===== src/rtl/shift_rows_stage.sv =====
// -----------------------------------------------------------------------------
// shift_rows_stage
// Registered AES ShiftRows stage with a 2-entry valid/ready FIFO.
// The incoming substituted state is permuted combinationally and the permuted
// value is what gets stored. Downstream stalls therefore never lose a state.
//
// Ports
//   clk       : clock, rising edge
//   rst       : asynchronous active-high reset
//   flush     : synchronous clear of all buffered entries
//   in_valid  : upstream presents a substituted state
//   in_ready  : stage can accept a state (registered occupancy only)
//   in_data   : 128-bit state, b0 = [127:120] .. b15 = [7:0], b = 4*col + row
//   in_round  : round tag accompanying in_data
//   out_valid : head entry available
//   out_ready : downstream accepts head
//   out_data  : ShiftRows(in_data) of head entry, 0 when out_valid = 0
//   out_round : round tag of head entry, 0 when out_valid = 0
//   count     : occupancy 0..2
// -----------------------------------------------------------------------------
module shift_rows_stage #(
  parameter int ROUND_W = 4,
  parameter int DEPTH   = 2
) (
  input  logic               clk,
  input  logic               rst,
  input  logic               flush,
  input  logic               in_valid,
  output logic               in_ready,
  input  logic [127:0]       in_data,
  input  logic [ROUND_W-1:0] in_round,
  output logic               out_valid,
  input  logic               out_ready,
  output logic [127:0]       out_data,
  output logic [ROUND_W-1:0] out_round,
  output logic [1:0]         count
);

  if (DEPTH != 2) begin : g_depth_check
    $error("shift_rows_stage: DEPTH must be 2");
  end

  // Encodings equal the occupancy so count is the state register itself.
  typedef enum logic [1:0] {
    EMPTY = 2'd0,
    ONE   = 2'd1,
    TWO   = 2'd2
  } state_t;

  state_t             state_q, state_d;
  logic               wr_ptr_q, wr_ptr_d;
  logic               rd_ptr_q, rd_ptr_d;
  logic [127:0]       data_q  [2];
  logic [ROUND_W-1:0] round_q [2];

  logic               push, pop;
  logic [127:0]       shifted;

  // Output byte 4c+r takes input byte 4*((c+r) mod 4)+r.
  always_comb begin
    shifted = '0;
    for (int unsigned c = 0; c < 4; c++) begin
      for (int unsigned r = 0; r < 4; r++) begin
        shifted[127 - 8*(4*c + r) -: 8] =
          in_data[127 - 8*(4*((c + r) % 4) + r) -: 8];
      end
    end
  end

  assign in_ready  = (state_q != TWO);
  assign out_valid = (state_q != EMPTY);
  assign push      = in_valid & in_ready;
  assign pop       = out_valid & out_ready;
  assign count     = state_q;
  assign out_data  = out_valid ? data_q[rd_ptr_q]  : '0;
  assign out_round = out_valid ? round_q[rd_ptr_q] : '0;

  always_comb begin
    state_d  = state_q;
    wr_ptr_d = wr_ptr_q;
    rd_ptr_d = rd_ptr_q;
    if (flush) begin
      state_d  = EMPTY;
      wr_ptr_d = 1'b0;
      rd_ptr_d = 1'b0;
    end else begin
      if (push) wr_ptr_d = ~wr_ptr_q;
      if (pop)  rd_ptr_d = ~rd_ptr_q;
      unique case (state_q)
        EMPTY: if (push) state_d = ONE;
        ONE: begin
          if (push && !pop)      state_d = TWO;
          else if (!push && pop) state_d = EMPTY;
        end
        TWO:     if (pop) state_d = ONE;
        default: state_d = EMPTY;
      endcase
    end
  end

  always_ff @(posedge clk or posedge rst) begin
    if (rst) begin
      state_q    <= EMPTY;
      wr_ptr_q   <= 1'b0;
      rd_ptr_q   <= 1'b0;
      data_q[0]  <= '0;
      data_q[1]  <= '0;
      round_q[0] <= '0;
      round_q[1] <= '0;
    end else begin
      state_q  <= state_d;
      wr_ptr_q <= wr_ptr_d;
      rd_ptr_q <= rd_ptr_d;
      if (push && !flush) begin
        data_q[wr_ptr_q]  <= shifted;
        round_q[wr_ptr_q] <= in_round;
      end
    end
  end

endmodule

===== config.mk =====
export PLATFORM = sky130hd
export DESIGN_NAME = shift_rows_stage
export DESIGN_NICKNAME = d
export VERILOG_FILES = /design/src/rtl/shift_rows_stage.sv
export SDC_FILE = /design/constraint.sdc
export NUM_CORES = 1
export LEC_CHECK = 0
export ABC_AREA = 1
export CORE_MARGIN = 2
export CORE_UTILIZATION = 30
export CTS_CLUSTER_DIAMETER = 60
export DETAILED_ROUTE_END_ITERATION = 10
export SYNTH_ARGS = -nofsm -noshare
export SYNTH_HDL_FRONTEND = slang
export SYNTH_SLANG_ARGS = --single-unit

===== constraint.sdc =====
create_clock -name clk -period 9.56 [get_ports clk]
set_input_delay 1.912 -clock clk [delete_from_list [all_inputs] [get_ports clk]]
set_output_delay 1.912 -clock clk [all_outputs]
set_load 0.05 [all_outputs]

* Word-level counts from Yosys, hierarchy flattened *
Cells that the tools add are included.

cells by class
  $lt $le $gt $ge = 3
  equality and inequality tests = 6
  mux-type cells = 24
  bitwise logic cells = 6
  reductions and logical operators = 12

operators with widths
  cell                count
  $mux 128            5
  $bwmux 256          1
  $demux 128 s1       1
  $mux 4              5
  $mux 2              5
  $bwmux 8            1
  $ne 3x3->1 const B  2
  $pmux 2 s3          1
  $reduce_bool 2->1   3
  $demux 4 s1         1
  $ge 2x2->1 const B  2
  $logic_and 1x1->1   4
  $mux 1              4
  $ne 4x4->1 const B  1
  $not 1->2           2
  $logic_not 1->1     3
  $reduce_and 3->1    1
  $and 1x1->1         2
  $eq 2x1->1 const B  1
  $eq 2x2->1 const B  1
  $logic_not 2->1     1
  $lt 2x1->1 const B  1
  $ne 2x2->1 const B  1
  $not 1->1           2

word-level totals
  register bits = 268
  input bits = 137
  output and inout port bits = 136
  logic and storage cells = 58

* Depth between registers and ports, before layout *
  depth in word-level cells = 8
  mapped depth = 7
  mapped depth without buffers = 6

* Worst setup path before layout *
Ideal clock, no wire load.

  path kind = reg-to-output
  start = reg state_q[1] (netlist: count[1])
  end = out out_data[100]
  arrival = 2.065 ns
  data required time = 7.648 ns
  setup slack = 5.583 ns
  cell stages (with the launch flop) = 5
  buffers on the path = 2
  cell sequence = dfrtp_1 -> nor2_1 -> buf_2 -> buf_2 -> a21oi_1

on the way
  word-level cells in the longest chain between the ends = 2

RTL lines
  item                      RTL line  RTL
  start: declaration        50        state_t state_q, state_d;
  start signal: assignment  111       state_q <= state_d;
  $reduce_bool 2->1         71        assign out_valid = (state_q != EMPTY);
  $mux 128                  75        assign out_data = out_valid ? data_q[rd_ptr_q] : '0;
  end: declaration          34        output logic [127:0] out_data,

No other way between the ends.

* Worst setup path in the final report *
  start = reg rd_ptr_q
  end = out out_data[81]

on the way
  word-level cells in the longest chain between the ends = 5

RTL lines
  item                                          RTL line  RTL
  start: declaration                            52        logic rd_ptr_q, rd_ptr_d;
  start signal: assignment                      113       rd_ptr_q <= rd_ptr_d;
  $not 1->2 (implied by the code)               75
  $mux 128 (implied by the code) (3 in series)  75
  $mux 128                                      75

No other way between the ends. The select of a mux whose other input is x is not followed.

==> reports/metrics.yaml <==
global_routing:
  grt_pass1_vias: 10000
  overflow: 0
  grt_pass1_wl_um: 52900
  antenna_found_initial: 2
  grt_use_total: 0.157
  grt_max_degree: 197
floorplan:
  io-pin-count: 273
  fp.dieArea_um2: 41100
  core_area_um2: 38800
  start_util: 0.305
  rows: 72
  die_h_um: 203
  chipWidth_um: 203
clock_tree:
  clk_path_buf_depth: 3
  cts_hold_buf: 0
  cts_htree_levels: 1
  cts_tree: "done"
  cts_sinks: 268
  cts.repair.resized: 0
  cts_buffers: 31
  clkTransAtPathRegs_ps: 60
  postCtsSetupBuffers: 0
  clk_latency_ps: 560
  clockRootBuffer: "clkbuf_16"
timing:
  rsz0062_at_grt: "false"
  finalHoldViolations: 0
  setup_tns_ps: 0
  worstMarginPinSlew_ps: 1050
  fmax_mhz: 168
  max_slew_margin: 0.299
  period_minus_slack_ps: 5950
  skew_ps: 7.61
  fin_crit_sh: 0.622
  setup_viol: 0
  hold_ws_ps: 485
  slew_violations: 0
finish:
  fin_nets: 1807
  drive_above_1_share: 0.0402
  syn2layout_area_growth_pct: 33.7
  final_area_um2: 15800
detailed_routing:
  drt_iter0_drc: 656
  ant_nets: 0
  routedWlPerCell_um: 14.8
  via_per_inst: 4.55
  wirelength_um: 32600
  post-route-drc-count: 0
  num_vias: 10100
  drt_pre_antenna_iters: 5
setup_path:
  cp_data_required_time_ps: 7650
  arrival_ps: 4040
  path_max_fanout: 82
  critical_path_class: "reg -> out"
  end_kind: "output pin"
  critPathLaunchType: "flip-flop"
place:
  port_buffers: 272
  post_dp_cell_area_um2: 14800
  gp_congestion: 0.739
  hpwlAfterDp_um: 19700
logic_synthesis:
  synth_cell_types: 18
  syn_nets: 1594
  syn_inst: 1457
  ys_seq_area_frac: 0.567
  synth_warnings: 0
  netlist_area_um2: 11800
  synth.avg_cell_area_um2: 8.12
  synth-seq-cells: 268
flow_run:
  maxCapViolations: 0
outcome:
  status: "complete, no violations"
power_and_ir_drop:
  p_leak_nw: 7.34
  finalPower_mw: 4.02
  powerDensity_nw_per_um2: 254
  ir_worst_vdd_uv: 159
hold_path:
  hp-class: "reg -> reg"
-- placed cells by master (no fill, tap or decap), types with 7 or more instances in the layout --
cell type / n
a21oi_1: 133
buf_4: 7
clkbuf_16: 31
clkbuf_8: 10
clkdlybuf4s50_1: 272
clkinv_2: 9
dfrtp_1: 267
inv_1: 137
nand2_1: 538
o21ai_0: 30
o21ai_1: 236
-- per-stage QoR --
step | cells | util | worst slack (ps)
floorplan | 1457 | - | 266
global placement | 2155 | 0.382 | 4170
global route | 2209 | 0.408 | 3410
CTS | 2209 | 0.408 | 3520
finish | 2210 | 0.408 | 3610
detailed placement | 2155 | 0.382 | 4130
-- registers in the layout, indices dropped and copies added (netlist names) --
register,count
count,2
data_q,256
rd_ptr_q,1
round_q,8
wr_ptr_q,1
-- cell usage after synthesis, drive strengths merged --
library cell,instances,area share
nor2,2,0.00063
nor3,1,0.00042
nand3,5,0.0025
nand2,538,0.17
nand4,2,0.0011
buf,81,0.037
dfrtp,268,0.57
inv,140,0.044
clkbuf,20,0.0063
a21oi,134,0.058
o21ai,266,0.11
-- area by class of cell --
type / instances / area (µm²)
antenna: 1 / 2.50
clock inverter: 10 / 75.1
tap: 518 / 648
clock buffer: 44 / 925
timing repair buffer: 281 / 2820
inverter: 140 / 536
multi-input combinational: 948 / 4120
sequential: 268 / 6710
fill: 3880 / 23000
-- kinds of logic (layout without fill, tap and decap cells) --
| logic type | Yosys count | after routing | share of synthesized area |
|---|---|---|---|
| buf+inv | 241 | 475 | 0.0881 |
| flops | 268 | 268 | 0.567 |
| compound gates | 400 | 400 | 0.170 |
| simple gates | 548 | 548 | 0.175 |
| other cells | 0 | 1 | 0 |
-- worst max-delay path, stage by stage, from the launching register on --
cell and delay, ps:
dfrtp_4 680, inv_4 510, buf_4 810, nand2_1 110, a21oi_1 300, clkdlybuf4s50_1 870
-- path summary, 6_finish.rpt --
| check | cells after the start | slack (ps) | endpoint | start |
|---|---|---|---|---|
| setup / recovery | 5 | 3610 | out_data[81] | rd_ptr_q$_DFFE_PP0P_ |
| hold / removal | 2 | 490 | data_q[154]$_DFFE_PP0P_ | data_q[154]$_DFFE_PP0P_ |
| setup reg to reg | 5 | 6850 | data_q[11]$_DFFE_PP0P_ | count[1]$_DFFE_PP0P_ |
| hold reg to reg | 2 | 490 | data_q[154]$_DFFE_PP0P_ | data_q[154]$_DFFE_PP0P_ |
| max in group asynchronous | 3 | 6210 | data_q[16]$_DFFE_PP0P_ | rst |
| min in group asynchronous | 2 | 1870 | data_q[223]$_DFFE_PP0P_ | rst |
-- power by group --
part / leakage (nW) / internal, mW / switching [mW] / total [mW]
clock network: 0.507 / 0.690 / 0.463 / 1.15
logic: 3.48 / 0.438 / 0.828 / 1.27
registers: 3.35 / 1.44 / 0.165 / 1.60
total: 7.34 / 2.56 / 1.46 / 4.02
-- metal layers --
metal  global-route usage  wire length [µm]  up-vias  share of wire
met2                0.252             14700      276           0.45
met3               0.0469              2430       47          0.074
li1                     -                 -     5040              -
met4               0.0368               749        2          0.023
met1                0.209             14800     4694           0.45
met5                    0                13        -        0.00040
Power figures use the tool's default switching activity.
